--- src/rtl/msriscv32_pkg.sv ---
// Shared constants for the instruction fetch path.
// Contents: AHB HTRANS encodings, the NOP instruction encoding, fetch
// fault-cause codes, the fetch FSM state encoding and the queue entry layout.
package msriscv32_pkg;

  localparam logic [1:0]  HTRANS_IDLE   = 2'b00;
  localparam logic [1:0]  HTRANS_NONSEQ = 2'b10;

  localparam logic [31:0] NOP_INSTR = 32'h0000_0013;

  localparam logic CAUSE_BUS_ERR    = 1'b0;
  localparam logic CAUSE_MISALIGNED = 1'b1;

  typedef enum logic [1:0] {
    ST_FETCH = 2'd0,
    ST_HOLD  = 2'd1,
    ST_FAULT = 2'd2
  } fq_state_e;

  // 65-bit queue entry. The fault cause is not stored: bus beats are always
  // word aligned, so a faulting entry with a misaligned PC must be a
  // misaligned-redirect fault.
  typedef struct packed {
    logic        fault;
    logic [31:0] pc;
    logic [31:0] instr;
  } fq_entry_t;

endpackage

--- src/rtl/fetch_fifo.sv ---
// Synchronous FIFO holding fetched instruction entries.
// Ports:
//   clk_in, rst_in   clock, synchronous active-low reset
//   flush            empty the queue; a push in the same cycle still lands
//   push/wdata       write an entry (allowed when full if popping too)
//   pop/rdata        read data is the current head; pop advances it
//   full/empty/count occupancy status
module fetch_fifo #(
  parameter int DEPTH = 4,
  parameter int WIDTH = 65
) (
  input  logic                       clk_in,
  input  logic                       rst_in,
  input  logic                       flush,
  input  logic                       push,
  input  logic                       pop,
  input  logic [WIDTH-1:0]           wdata,
  output logic [WIDTH-1:0]           rdata,
  output logic                       full,
  output logic                       empty,
  output logic [$clog2(DEPTH):0]     count
);

  localparam int AW = $clog2(DEPTH);

  logic [WIDTH-1:0] mem [DEPTH];
  logic [AW-1:0]    wr_ptr;
  logic [AW-1:0]    rd_ptr;
  logic [AW:0]      cnt;
  logic             do_push;
  logic             do_pop;

  assign full  = (cnt == (AW+1)'(DEPTH));
  assign empty = (cnt == '0);
  assign count = cnt;
  assign rdata = mem[rd_ptr];

  assign do_pop  = pop && !empty && !flush;
  assign do_push = push && (flush || !full || do_pop);

  always_ff @(posedge clk_in) begin
    if (!rst_in) begin
      wr_ptr <= '0;
      rd_ptr <= '0;
      cnt    <= '0;
    end else if (flush) begin
      rd_ptr <= '0;
      wr_ptr <= do_push ? AW'(1) : '0;
      cnt    <= do_push ? (AW+1)'(1) : '0;
    end else begin
      if (do_push) wr_ptr <= wr_ptr + 1'b1;
      if (do_pop)  rd_ptr <= rd_ptr + 1'b1;
      cnt <= cnt + (AW+1)'(do_push) - (AW+1)'(do_pop);
    end
  end

  always_ff @(posedge clk_in) begin
    if (do_push) mem[flush ? '0 : wr_ptr] <= wdata;
  end

endmodule

--- src/rtl/fetch_queue.sv ---
// Instruction fetch unit: AHB-Lite master issuing single NONSEQ reads and a
// queue of fetched instructions presented to the decoder.
// Ports:
//   clk_in, rst_in                      clock, synchronous active-low reset
//   redirect_in, redirect_pc_in         branch/trap/mret redirect and target
//   imaddr_out, htrans_out              AHB address phase
//   instr_in, hready_in, hresp_in       AHB data phase
//   instr_out, instr_pc_out,
//   instr_valid_out, instr_ready_in     queue head handshake
//   fault_out, fault_cause_out          head is a fault (0 bus, 1 misaligned)
//
// state    | meaning
// ST_FETCH | issuing reads while queue + in-flight beats leave room
// ST_HOLD  | queue full, waiting for a pop
// ST_FAULT | fault entry queued, no bus traffic until a redirect
module fetch_queue
  import msriscv32_pkg::*;
#(
  parameter int          DEPTH    = 4,
  parameter logic [31:0] RESET_PC = 32'h0000_0000
) (
  input  logic        clk_in,
  input  logic        rst_in,
  input  logic        redirect_in,
  input  logic [31:0] redirect_pc_in,
  output logic [31:0] imaddr_out,
  output logic [1:0]  htrans_out,
  input  logic [31:0] instr_in,
  input  logic        hready_in,
  input  logic        hresp_in,
  output logic [31:0] instr_out,
  output logic [31:0] instr_pc_out,
  output logic        instr_valid_out,
  input  logic        instr_ready_in,
  output logic        fault_out,
  output logic        fault_cause_out
);

  localparam int CW = $clog2(DEPTH) + 1;

  fq_state_e   state, state_nxt;
  logic [31:0] addr;
  logic [31:0] pend_pc;
  logic        pending;
  logic        drop;

  logic          full, empty;
  logic [CW-1:0] count;
  fq_entry_t     head, wentry;

  logic        head_valid, pop, issue, addr_done, data_done;
  logic        beat_push, err_push, misalign, push;
  logic [CW:0] occ;

  assign misalign   = redirect_in && (redirect_pc_in[1:0] != 2'b00);
  assign head_valid = rst_in && !empty;
  assign pop        = head_valid && instr_ready_in;

  // Occupancy seen by a new request: queued entries, minus this cycle's pop,
  // plus the beat already in its data phase.
  assign occ   = (CW+1)'(count) + (CW+1)'(pending) - (CW+1)'(pop);
  assign issue = rst_in && (state == ST_FETCH) && (occ < (CW+1)'(DEPTH));

  assign addr_done = issue && hready_in;
  assign data_done = pending && hready_in;
  assign beat_push = data_done && !drop && !redirect_in && (state != ST_FAULT);
  assign err_push  = beat_push && hresp_in;
  assign push      = beat_push || misalign;

  always_comb begin
    wentry = '{fault: hresp_in, pc: pend_pc, instr: instr_in};
    if (misalign) wentry = '{fault: 1'b1, pc: redirect_pc_in, instr: NOP_INSTR};
  end

  fetch_fifo #(.DEPTH(DEPTH), .WIDTH(65)) u_fifo (
    .clk_in (clk_in),
    .rst_in (rst_in),
    .flush  (redirect_in),
    .push   (push),
    .pop    (pop),
    .wdata  (wentry),
    .rdata  (head),
    .full   (full),
    .empty  (empty),
    .count  (count)
  );

  always_ff @(posedge clk_in) begin
    if (!rst_in) state <= ST_FETCH;
    else         state <= state_nxt;
  end

  always_comb begin
    state_nxt = state;
    if (redirect_in) begin
      state_nxt = misalign ? ST_FAULT : ST_FETCH;
    end else if (err_push) begin
      state_nxt = ST_FAULT;
    end else begin
      case (state)
        ST_FETCH: if (full && !pop) state_nxt = ST_HOLD;
        ST_HOLD:  if (pop) state_nxt = ST_FETCH;
        ST_FAULT: state_nxt = ST_FAULT;
        default:  state_nxt = ST_FETCH;
      endcase
    end
  end

  // A beat still stalled in its data phase keeps its slot but is tagged for
  // discard if a redirect arrives; a beat issued alongside a redirect or an
  // error push is tagged the same way.
  always_ff @(posedge clk_in) begin
    if (!rst_in) begin
      addr    <= RESET_PC;
      pend_pc <= '0;
      pending <= 1'b0;
      drop    <= 1'b0;
    end else begin
      if (redirect_in)    addr <= redirect_pc_in;
      else if (addr_done) addr <= addr + 32'd4;

      if (pending && !hready_in) begin
        drop <= drop || redirect_in;
      end else begin
        pending <= addr_done;
        pend_pc <= addr;
        drop    <= addr_done && (redirect_in || err_push);
      end
    end
  end

  assign imaddr_out      = addr;
  assign htrans_out      = issue ? HTRANS_NONSEQ : HTRANS_IDLE;
  assign instr_valid_out = head_valid;
  assign instr_out       = head_valid ? head.instr : NOP_INSTR;
  assign instr_pc_out    = head_valid ? head.pc : 32'h0;
  assign fault_out       = head_valid && head.fault;
  assign fault_cause_out = (head_valid && head.fault && (head.pc[1:0] != 2'b00))
                           ? CAUSE_MISALIGNED : CAUSE_BUS_ERR;

endmodule
--- config.mk ---
export PLATFORM = sky130hd
export DESIGN_NAME = fetch_queue
export DESIGN_NICKNAME = d
export VERILOG_FILES = /design/src/rtl/msriscv32_pkg.sv /design/src/rtl/fetch_fifo.sv /design/src/rtl/fetch_queue.sv
export SDC_FILE = /design/constraint.sdc
export NUM_CORES = 1
export LEC_CHECK = 0
export BUFFER_PORTS_ARGS = -buffer_cell sky130_fd_sc_hd__buf_2
export CAP_MARGIN = 30
export CORE_MARGIN = 10
export CORE_UTILIZATION = 53
export CTS_BUF_LIST = sky130_fd_sc_hd__clkbuf_16
export CTS_CLUSTER_DIAMETER = 50
export DETAILED_ROUTE_END_ITERATION = 10
export PLACE_DENSITY_LB_ADDON = 0.15
export REMOVE_ABC_BUFFERS = 1
export SLEW_MARGIN = 40
export SYNTH_ARGS = -nofsm -noshare
export SYNTH_HDL_FRONTEND = slang
export SYNTH_SLANG_ARGS = --single-unit
--- constraint.sdc ---
create_clock -name clk_in -period 5.9 [get_ports clk_in]
set_clock_uncertainty 0.15 [all_clocks]
set_input_delay 0.59 -clock clk_in [delete_from_list [all_inputs] [get_ports clk_in]]
set_output_delay 0.59 -clock clk_in [all_outputs]
set_load 0.005 [all_outputs]
---- Yosys cells after proc, flatten, opt, wreduce, memory -nomap -nowiden ----
Memory sizes are Yosys's and may differ from the RTL's. A register that Yosys moved wholly into a read port is not among the register bits.
Cells that the tools add are included.
operators by class
  add/subtract/negate cells ............... 7
  muxes and demuxes ....................... 24
  bitwise logic cells ..................... 1
  reduce and logical (&&, ||, !) cells .... 38
  equal/unequal tests ..................... 6
  $lt $le $gt $ge ......................... 1
operator list
  kind                                                                   count
  32-bit 2-to-1 mux                                                      4
  65-bit 2-to-1 mux                                                      1
  32-bit by 3-bit adder with 32-bit output (second input constant)       1
  2-bit 2-to-1 mux                                                       11
  1-bit logical AND                                                      19
  2-bit nonzero test                                                     4
  1-bit logical NOT                                                      6
  1-bit 2-to-1 mux                                                       6
  2-bit case mux with 3 select lines                                     1
  1-bit logical OR                                                       5
  2-bit by 1-bit adder with 2-bit output (second input constant)         2
  3-bit by 1-bit adder with 4-bit output                                 1
  4-bit by 3-bit < comparator with 1-bit output (second input constant)  1
  4-bit by 3-bit != test with 1-bit output (second input constant)       1
  4-bit != test (second input constant)                                  1
  4-bit by 1-bit subtractor with 4-bit output                            1
  3-bit by 1-bit adder with 3-bit output                                 1
  3-bit == test (second input constant)                                  1
  3-bit logical NOT                                                      1
  3-bit 2-to-1 mux                                                       1
  3-bit by 1-bit subtractor with 3-bit output                            1
  2-bit by 1-bit == test with 1-bit output (second input constant)       1
  2-bit == test (second input constant)                                  1
  2-bit logical NOT                                                      1
  4 further kinds                                                        4
storage, ports and cells
  memories kept ........................... 1
  bits in writable memories ............... 260
  bits of input ports ..................... 70
  flip-flop bits (word level) ............. 75
memory list
  memory      words  bits a word  rd ports  clocked after memory_dff  wr ports  line              text
  u_fifo.mem  4      65           1         1                         1         fetch_fifo.sv:26  logic [WIDTH-1:0] mem [DEPTH];

---- Logic depth before layout (Yosys ltp) ----
Gate-level depths: netlist of run 1.
  depth in word-level cells ............... 11
  depth in mapped cells ................... 13

---- Cells and area by module ----
From an unflattened synthesis of run 1, not the netlist that was laid out.
second synthesis, totals
  cell total of the unflattened synthesis .. 950
  area, all modules ....................... 14213.6 um^2
modules (own cells, without submodules)
  module       seq. area each (um^2)  instances  cells each  area an instance (um^2)
  fetch_fifo   7987.7                 1          393         9860.7
  fetch_queue  1361.3                 1          557         4352.9

---- Least setup slack after synthesis of run 1 ----
Ideal clock, no wire load.
  kind .................................... input-to-reg
  start point ............................. in rst_in
  end point ............................... mem u_fifo.mem[2][0] (enable)
  arrival time ............................ 5760 ps
  slack ................................... -578 ps
  stages on the path ...................... 5
  path buffers ............................ 1
  setup time .............................. 568 ps
  cells stage by stage .................... buf_6 a211oi_1 a211oi_1 nor2_1 nor3_1
between the ends
  word-level cells in the longest chain between the ends .. 8
ends and longest elaborated chain
  element                          line               text
  start: declaration               fetch_queue.sv:23  input logic rst_in,
  1-bit logical AND                fetch_queue.sv:56  assign head_valid = rst_in && !empty;
  1-bit logical AND                fetch_queue.sv:57  assign pop = head_valid && instr_ready_in;
  1-bit logical AND (2 in series)  fetch_fifo.sv:38   assign do_pop = pop && !empty && !flush;
  1-bit logical OR                 fetch_fifo.sv:39   assign do_push = push && (flush || !full || do_pop);
  1-bit logical AND                fetch_fifo.sv:39
  1-bit 2-to-1 mux (2 in series)   fetch_fifo.sv:58   if (do_push) mem[flush ? '0 : wr_ptr] <= wdata;
  end: declaration                 fetch_fifo.sv:26
No other way between the ends.

---- Worst setup path after layout of run 1 ----
  start point ............................. reg u_fifo.cnt[1] (netlist: u_fifo.count[1])
  end point ............................... out htrans_out[1]
between the ends
  word-level cells in the longest chain between the ends .. 8
ends and longest elaborated chain
  element                                                                         line                text
  start: declaration                                                              fetch_fifo.sv:29    logic [AW:0] cnt;
  start signal: assignment                                                        fetch_fifo.sv:49    cnt <= do_push ? (AW+1)'(1) : '0;
  start signal: assignment                                                        fetch_fifo.sv:53    cnt <= cnt + (AW+1)'(do_push) - (AW+1)'(do_pop);
  branches (longest 4 deep; another with 3-bit by 1-bit adder with 4-bit output)  n/a
  4-bit by 1-bit subtractor with 4-bit output *                                   fetch_queue.sv:61   assign occ = (CW+1)'(count) + (CW+1)'(pending) - (CW+1)'(pop);
  4-bit by 3-bit < comparator with 1-bit output *                                 fetch_queue.sv:62   assign issue = rst_in && (state == ST_FETCH) && (occ < (CW+1)'(DEPTH));
  1-bit logical AND *                                                             fetch_queue.sv:62
  2-bit 2-to-1 mux *                                                              fetch_queue.sv:133  assign htrans_out = issue ? HTRANS_NONSEQ : HTRANS_IDLE;
  end: declaration                                                                fetch_queue.sv:27   output logic [1:0] htrans_out,
Mark *: on every way between the ends.

==> results of run 1 <==
## placed cells by master (no fill, tap or decap), types with 7 or more instances in the layout
cell type | synthesis | routed
edfxtp_1 | 260 | 260
nand2_1 | 182 | 182
buf_2 | 11 | 169
dfxtp_1 | 77 | 75
and3_1 | 70 | 70
mux4_2 | 65 | 65
a21oi_1 | 59 | 59
clkbuf_16 | 0 | 39
o21ai_0 | 36 | 35
and2_1 | 32 | 31
xnor2_1 | 23 | 23
inv_1 | 12 | 19
nor2_1 | 16 | 14
nor3_1 | 15 | 13
buf_4 | 2 | 13
nor4_2 | 12 | 12
a211oi_1 | 10 | 9
nor3_2 | 7 | 9
nand4_1 | 9 | 9
and4_1 | 8 | 8
nand3_1 | 9 | 8
clkinv_2 | 0 | 8
nor2b_1 | 8 | 7
## worst min path at each step
stage                     endpoint  slack [ps]  cells past startpoint
finish              imaddr_out[23]         230                      3
global route        imaddr_out[30]         250                      3
CTS                 imaddr_out[23]         220                      3
detailed placement     pend_pc[26]         290                      2
global placement       pend_pc[11]         290                      2
floorplan               pend_pc[0]         280                      2
## critical path: stages (launching register included)
cell,delay (ps)
dfxtp_1,340
nor3_1,500
nor2_1,230
ha_1,240
inv_1,60
ha_1,230
and4b_1,220
a211oi_4,650
nor2_1,140
buf_2,170
## flip-flops by register name, summed over array words and instances (netlist names), named ones only
name and count:
u_fifo.mem 260, imaddr_out 32, pend_pc 32, u_fifo.count 3
state 2, u_fifo.rd_ptr 2, u_fifo.wr_ptr 2, drop 1
pending 1
## area by class of cell
type | instances | area (sq um)
clock inverter | 29 | 240
fill | 2007 | 9570
tap | 335 | 419
timing repair buffer | 189 | 1070
inverter | 12 | 45.0
sequential | 337 | 9360
clock buffer | 39 | 976
multi-input combinational | 607 | 4590
## power by group through the flow
stage,logic [mW],registers (mW),clock network (mW)
after floorplan,0.245,2.76,0
after global placement,0.426,2.76,0
after detailed placement,0.442,2.76,0
after CTS,0.445,2.72,2.31
after global routing,0.488,2.72,2.40
final,0.442,2.72,2.26
## per-layer routing
layer / vias up / part of all wire, % / track usage [%]
met5: - / 0 / 0
met4: 0 / 1.4 / 4.59
met3: 42 / 7.5 / 4.39
met2: 337 / 49 / 33.7
met1: 4470 / 42 / 26.5
li1: 4145 / - / -
## cell families after synthesis
kind of cell | count (synthesis)
muxes | 67
DFF | 337
other | 1
xor gates and xnor gates | 26
buffers and inverters | 84
AOI/OAI and AO/OA | 111
adders and majority gates | 7
and+or+nand+nor | 395
## per-stage QoR
| stage | cells | setup slack (ps) | power [mW] | setup TNS (ps) | util, % |
|---|---|---|---|---|---|
| global placement | 1475 | 2090 | 3.19 | 0 | 58.5 |
| floorplan | 956 | -1770 | 3.00 | -226720 | - |
| global route | 1548 | 1590 | 5.61 | 0 | 63.6 |
| CTS | 1547 | 1880 | 5.47 | 0 | 63.5 |
| finish | 1548 | 1860 | 5.42 | 0 | 63.6 |
| detailed placement | 1479 | 1950 | 3.21 | 0 | 58.8 |
==> flow_metrics.py, run 1 <==
metrics = {
    "status": {
        "status": "finished, final reports clean",
    },
    "power_and_ir_drop": {
        "p_clk_share_pct": 41.8,
        "p_sw_mw": 1.21,
        "p_per_area_nw_per_um2": 325,
        "p_leak_nw": 6.25,
        "internal_power_mw": 4.21,
        "swShare_pct": 22.3,
        "seqPwrFrac_pct": 50.1,
        "combPwrFrac_pct": 8.2,
        "peakVddDrop_mv": 0.218,
    },
    "cells_and_area": {
        "fin_area_sq_um": 16700,
        "diodes": 0,
        "area_growth_pct": 17.3,
        "finalNetCount": 1261,
        "layout-drive-gt1-share_pct": 28.5,
    },
    "detailed_routing": {
        "drt_iter0_drc": 756,
        "post_drt_wl_per_cell_microns": 22.2,
        "via_per_inst": 5.81,
        "wl_microns": 34400,
        "first_pass_iters": 5,
        "detail-route-antenna-nets": 0,
        "vias": 8994,
        "drc": 0,
    },
    "critical_path": {
        "r2r-end": "imaddr_out[29]",
        "rrSetupSlack_ps": 2310,
        "crit_path_end_kind": "primary output",
        "r2r-start": "u_fifo.count[1]",
        "rr_worst_depth": 11,
        "crit_path_start_kind": "flop",
        "setup.worst_path.class": "flop to primary output",
        "crit_fanout": 15,
        "crit_path_start": "u_fifo.count[1]",
        "required_ps": 5160,
        "crit_arrival_ps": 3300,
        "cp-endpoint": "htrans_out[1]",
    },
    "floorplan": {
        "ios": 171,
        "fp.dieW_microns": 184,
        "coreArea_sq_um": 26300,
        "start_util_pct": 54.2,
        "std_cell_rows": 59,
        "die_area_sq_um": 33800,
        "fp.dieH_microns": 184,
    },
    "synth": {
        "synth_xor_area_share_pct": 1.60,
        "synth_simple_gate_area_share_pct": 14.9,
        "synth_top_family_by_area": "simple AND/OR/NAND/NOR gates",
        "yosysMostFrequentCell": "edfxtp_1",
        "yosys.area.top_type": "edfxtp_1",
        "synth_edf_count": 260,
        "yosysTopAreaCellShare_pct": 54.8,
        "synthMuxAreaShare_pct": 10.4,
        "synth-main-ff-cell": "edfxtp_1",
        "yosysWarnings": 0,
        "synth.distinct_cells": 48,
        "netlist_area_sq_um": 14200,
        "synth_compound_area_share_pct": 4.15,
        "avgSynthCellArea_sq_um": 13.9,
        "synth-async-reset-ratio_pct": 0,
        "ys_seq_area_share_pct": 65.6,
        "synth.area.top_cells": "edfxtp_1, dfxtp_1, mux4_2",
        "synthAdderAreaFrac_pct": 0.667,
        "syn_inst": 1028,
        "synth_common_cells": "edfxtp_1, nand2_1, dfxtp_1",
        "ys_ff_latch": 337,
    },
    "timing": {
        "fmax_ghz": 0.248,
        "rsz0062_at_grt": "no",
        "hold_viol": 0,
        "report.final.setup_viol": 0,
        "worst_pin_slew_ps": 813,
        "hold_slack_ps": 229,
        "post-route-period-util_pct": 68.5,
        "maxSlewViolCount": 0,
        "period_needed_ps": 4040,
        "max-slew-margin-rel_pct": 45.6,
    },
    "cts": {
        "cts-resized-gates": 0,
        "clkTransAtPathRegs_ps": 60,
        "insertion_delay_ps": 520,
        "cts_tree": "built",
        "cts_sinks": 337,
        "numCtsBuffers": 37,
        "root_buffer": "clkbuf_16",
        "htreeDepth": 2,
        "cts-hold-fix-buffers": 0,
        "post_cts_buffers": 0,
        "ctsLongestPathBuffers": 3,
    },
    "global_route": {
        "antenna_found_initial": 0,
        "grt_pass1_wl_microns": 53100,
        "grt_pass1_vias": 9180,
        "grt_use_total_pct": 20.2,
        "grt_max_degree": 80,
        "gr-total-overflow": 0,
    },
    "job": {
        "drv_cap": 0,
    },
    "placement": {
        "place_area_sq_um": 15500,
        "gp_congestion": 0.777,
        "dp_hpwl_microns": 21100,
        "port_buffers": 169,
    },
    "worst_hold_path": {
        "min_from": "redirect_pc_in[23]",
        "hp-class": "input pin to flop",
    },
}
Note: power is estimated with default switching activity, not from simulation.
==> run 2, diff against run 1 <==
- CORE_UTILIZATION: 53 -> 58
- clock period: 5.9 -> 3.85 ns (I/O delays scaled with it)
==> flow_metrics.py, run 2 (synthesis gave the netlist of run 1 again) <==
metrics = {
    "cells_and_area": {
        "final_cells": 1542,
        "regMostFlops": "u_fifo.mem",
        "area_growth_pct": 17.0,
        "finalNetCount": 1266,
        "largest_reg_flops": 260,
        "mostFrequentLayoutCell": "edfxtp_1",
        "final_cell_mix": "edfxtp_1, nand2_1, buf_2",
        "layout-drive-gt1-share_pct": 28.5,
    },
    "power_and_ir_drop": {
        "combPwrFrac_pct": 8.4,
        "p_leak_nw": 6.23,
        "total_power_mw": 8.20,
        "p_per_area_nw_per_um2": 492,
        "p_sw_mw": 1.87,
        "seqPwrFrac_pct": 50.8,
        "internal_power_mw": 6.33,
        "p_clk_share_pct": 40.8,
        "swShare_pct": 22.8,
        "peakVddDrop_mv": 0.347,
    },
    "floorplan": {
        "std_cell_rows": 57,
        "fp.dieW_microns": 177,
        "die_area_sq_um": 31200,
        "ios": 171,
        "coreArea_sq_um": 24200,
        "fp.dieH_microns": 177,
        "start_util_pct": 58.8,
    },
    "critical_path": {
        "setup.worst_path.class": "flop to primary output",
        "cpMaxStageDelayCell": "a211oi_4",
        "crit_path_end_kind": "primary output",
        "path_cells": "nor3_2 > nor2_1 > ha_1 > inv_1 > ha_1 > and4b_1 > a211oi_4 > buf_12 > nor2_1 > buf_2",
        "crit_fanout": 23,
        "crit_arrival_ps": 3040,
        "required_ps": 3310,
        "slowest_delay_ps": 460,
        "crit_path_start_kind": "flop",
        "rrSetupSlack_ps": 780,
    },
    "detailed_routing": {
        "detail-route-antenna-nets": 0,
        "route.met2.wl_microns": 16000,
        "post_drt_wl_per_cell_microns": 22.0,
        "first_pass_iters": 5,
        "wl_microns": 33900,
        "via_per_inst": 5.85,
        "drt_iter0_drc": 897,
        "dr_wl_met3_microns": 2720,
        "drc": 0,
        "top_layer": "met4",
        "m1WireLength_microns": 14300,
        "vias": 9025,
    },
    "placement": {
        "gp_congestion": 0.845,
        "dp_hpwl_microns": 21300,
        "dp_cells": 1473,
        "port_buffers": 169,
    },
    "cts": {
        "clkTransAtPathRegs_ps": 60,
        "numCtsBuffers": 36,
        "post_cts_buffers": 0,
        "cts_tree": "built",
        "ctsLongestPathBuffers": 3,
        "root_buffer": "clkbuf_16",
        "cts_sinks": 337,
        "insertion_delay_ps": 510,
        "htreeDepth": 2,
    },
    "timing": {
        "report.final.setup_viol": 0,
        "rsz0062_at_grt": "no",
        "max-slew-margin-rel_pct": 47.8,
        "worst_pin_slew_ps": 783,
        "period_needed_ps": 3580,
        "post-route-period-util_pct": 93.0,
        "fmax_ghz": 0.279,
        "maxSlewViolCount": 0,
        "hold_viol": 0,
    },
    "global_route": {
        "antenna_found_initial": 2,
        "grt_pass1_wl_microns": 52500,
        "grt_max_degree": 67,
        "grt_pass1_vias": 9250,
        "gr-total-overflow": 0,
        "grt_use_total_pct": 21.4,
    },
    "worst_hold_path": {
        "hp-class": "input pin to flop",
    },
    "status": {
        "status": "finished, final reports clean",
    },
    "job": {
        "drv_cap": 0,
    },
}
## run 2: changes by cell type in the layout (fill, tap and decap cells not counted), sizes merged
cell and change:
buf +4, clkbuf -2, dlygate4sd3 +2, inv +2, bufinv -1, clkinvlp -1, diode +1
## run 2: metrics by stage
step	hold WS (ps)	instance area, sq um	utilization (%)	TNS [ps]	worst slack, ps
final	20.4	16700	68.7	0	271
after global routing	32.1	16700	68.7	0	57.5
after CTS	0.777	16700	68.7	0	72.6
after detailed placement	294	15500	63.9	0	586
after global placement	287	15500	63.8	0	669
after floorplan	282	13900	-	-756910	-3620
## run 2: cell type report
type | instances | area, sq um
Antenna cell | 1 | 2.50
Clock buffer | 37 | 926
Clock inverter | 29 | 228
Fill cell | 1770 | 7580
Inverter | 12 | 45.0
Multi-Input combinational cell | 607 | 4600
Sequential cell | 337 | 9360
Tap cell | 324 | 405
Timing Repair Buffer | 195 | 1110
## run 2: timing repair
action,in CTS,in global routing
gates resized for setup,0,1
endpoints found under the setup margin,0,1
endpoints found under the hold margin,2,0
hold buffers,2,0
## run 2: worst max-delay path: cells and delay by family, from the launching register on
family                     cells  cell delay (ps)
and+or+nand+nor                4              830
AOI/OAI and AO/OA              1              460
buffers and inverters          3              450
adders and majority gates      2              440
DFF                            1              340
## run 2: worst paths after layout
| check | start | to | cells past startpoint |
|---|---|---|---|
| max | u_fifo.count[1] | htrans_out[1] | 10 |
| min | redirect_pc_in[30] | imaddr_out[30] | 3 |
| max reg2reg | u_fifo.count[1] | imaddr_out[29] | 11 |
| min reg2reg | pend_pc[28] | pend_pc[28] | 2 |
## run 2: per-layer routing
layer / vias up / track usage [%]
met5: - / 0
met4: 0 / 6.48
met3: 55 / 4.95
met2: 345 / 34.2
met1: 4455 / 28.9
li1: 4170 / -
## run 2: power by group through the flow
stage / clock (mW) / sequential [mW] / combinational, mW
final: 3.34 / 4.16 / 0.688
after floorplan: 0 / 4.23 / 0.376
after detailed placement: 0 / 4.24 / 0.688
after CTS: 3.39 / 4.16 / 0.693
after global routing: 3.54 / 4.18 / 0.751
after global placement: 0 / 4.23 / 0.675
==> run 3, diff against run 2 <==
- CORE_MARGIN: 10 -> 8
- CORE_UTILIZATION: 58 -> 50
==> flow_metrics.py, run 3 (synthesis gave the netlist of run 1 again) <==
metrics = {
    "critical_path": {
        "crit_path_start": "u_fifo.count[1]",
        "r2r-end": "imaddr_out[29]",
        "setup.worst_path.class": "flop to primary output",
        "crit_fanout": 23,
        "required_ps": 3310,
        "crit_path_start_kind": "flop",
        "r2r-start": "u_fifo.count[1]",
        "crit_path_end_kind": "primary output",
        "rrSetupSlack_ps": 870,
        "cp-endpoint": "htrans_out[1]",
        "crit_arrival_ps": 3020,
        "rr_worst_depth": 11,
    },
    "cts": {
        "root_buffer": "clkbuf_16",
        "cts_sinks": 337,
        "insertion_delay_ps": 520,
        "clkTransAtPathRegs_ps": 60,
        "htreeDepth": 2,
        "numCtsBuffers": 37,
        "cts_tree": "built",
        "ctsLongestPathBuffers": 3,
    },
    "floorplan": {
        "fp.dieW_microns": 185,
        "die_area_sq_um": 34200,
        "fp.dieH_microns": 185,
        "start_util_pct": 50.2,
        "coreArea_sq_um": 28400,
        "std_cell_rows": 62,
        "ios": 171,
    },
    "cells_and_area": {
        "area_growth_pct": 17.3,
        "regMostFlops": "u_fifo.mem",
        "diodes": 0,
        "mostFrequentLayoutCell": "edfxtp_1",
        "fin_area_sq_um": 16700,
        "finalNetCount": 1265,
        "layout-drive-gt1-share_pct": 28.1,
        "final_cell_mix": "edfxtp_1, nand2_1, buf_2",
        "largest_reg_flops": 260,
    },
    "timing": {
        "worst_pin_slew_ps": 826,
        "setup_tns_ps": 0,
        "report.final.setup_viol": 0,
        "rsz0062_at_grt": "no",
        "hold_viol": 0,
        "max-slew-margin-rel_pct": 45.0,
        "fmax_ghz": 0.282,
        "post-route-period-util_pct": 92.2,
        "period_needed_ps": 3550,
        "maxSlewViolCount": 0,
    },
    "power_and_ir_drop": {
        "combPwrFrac_pct": 8.8,
        "seqPwrFrac_pct": 51.7,
        "swShare_pct": 23.1,
        "p_leak_nw": 6.23,
        "peakVddDrop_mv": 0.346,
        "p_sw_mw": 1.86,
        "internal_power_mw": 6.19,
        "p_per_area_nw_per_um2": 482,
        "p_clk_share_pct": 39.5,
    },
    "detailed_routing": {
        "first_pass_iters": 5,
        "vias": 9126,
        "wl_microns": 35900,
        "drc": 0,
        "detail-route-antenna-nets": 0,
        "drt_iter0_drc": 751,
        "via_per_inst": 5.70,
        "post_drt_wl_per_cell_microns": 22.5,
    },
    "global_route": {
        "grt_pass1_wl_microns": 54500,
        "gr-total-overflow": 0,
        "grt_pass1_vias": 9166,
        "grt_use_total_pct": 20.9,
        "antenna_found_initial": 0,
        "grt_max_degree": 74,
    },
    "status": {
        "status": "finished, final reports clean",
    },
    "job": {
        "drv_cap": 0,
    },
    "worst_hold_path": {
        "hp-class": "input pin to flop",
    },
    "placement": {
        "gp_congestion": 0.829,
        "dp_hpwl_microns": 22800,
        "port_buffers": 169,
        "place_area_sq_um": 15600,
    },
}
## run 3: changes by cell type in the layout (fill, tap and decap cells not counted), sizes merged
cell | previous run | this run
dlygate4sd3 | 2 | 1
clkinv | 14 | 12
inv | 22 | 26
bufinv | 3 | 0
diode | 1 | 0
clkbuf | 37 | 39
buf | 193 | 192
## run 3: through the flow
stage | hold slack (ps) | total power [mW] | cells | util, % | setup WS, ps
after floorplan | 282 | 4.60 | 956 | - | -3620
after global placement | 288 | 4.93 | 1531 | 54.8 | 762
after CTS | 8.64 | 8.11 | 1599 | 58.8 | 120
after global routing | 45.5 | 8.33 | 1600 | 58.9 | 140
after detailed placement | 293 | 4.95 | 1531 | 54.8 | 675
final | 28.8 | 8.05 | 1600 | 58.9 | 299
## run 3: repair_timing
action,4_1_cts,5_1_grt
hold buffers,1,0
resized for setup,0,1
endpoints found under the hold margin,1,0
setup buffers,0,0
setup endpoints to repair,0,1
## run 3: critical path, stage by stage (launching register included)
cell and delay (ps):
dfxtp_1 340, nor3_2 350, nor2_1 170, ha_1 210
inv_1 60, ha_1 230, and4b_1 220, a211oi_4 450
buf_12 270, nor2_1 70, buf_2 130
## run 3: how the worst min path moves through the flow
stage | endpoint | from | cells past startpoint
final | imaddr_out[21] | redirect_pc_in[21] | 3
after global routing | imaddr_out[23] | redirect_pc_in[23] | 3
after CTS | imaddr_out[27] | redirect_pc_in[27] | 3
after detailed placement | pend_pc[20] | pend_pc[20] | 2
after global placement | pend_pc[12] | pend_pc[12] | 2
after floorplan | pend_pc[0] | pend_pc[0] | 2
## run 3: layout make-up
cell class / count / area [sq um]
Clock buffer: 39 / 976
Clock inverter: 28 / 126
Fill cell: 2332 / 11700
Inverter: 12 / 45.0
Multi-Input combinational cell: 607 / 4590
Sequential cell: 337 / 9360
Tap cell: 384 / 480
Timing Repair Buffer: 193 / 1140
## run 3: power groups by stage
| stage | Sequential (mW) | Clock, mW | Combinational (mW) |
|---|---|---|---|
| floorplan | 4.23 | 0 | 0.376 |
| global placement | 4.23 | 0 | 0.700 |
| detailed placement | 4.24 | 0 | 0.706 |
| CTS | 4.16 | 3.24 | 0.710 |
| global route | 4.18 | 3.38 | 0.772 |
| finish | 4.17 | 3.18 | 0.709 |
## run 3: metal layers
metal / vias to the layer above / routed length [microns] / global-route usage [%]
met5: - / 0 / 0
met1: 4557 / 16000 / 29.8
li1: 4158 / - / -
met3: 48 / 2850 / 4.02
met2: 363 / 16500 / 32.9
met4: 0 / 592 / 4.99
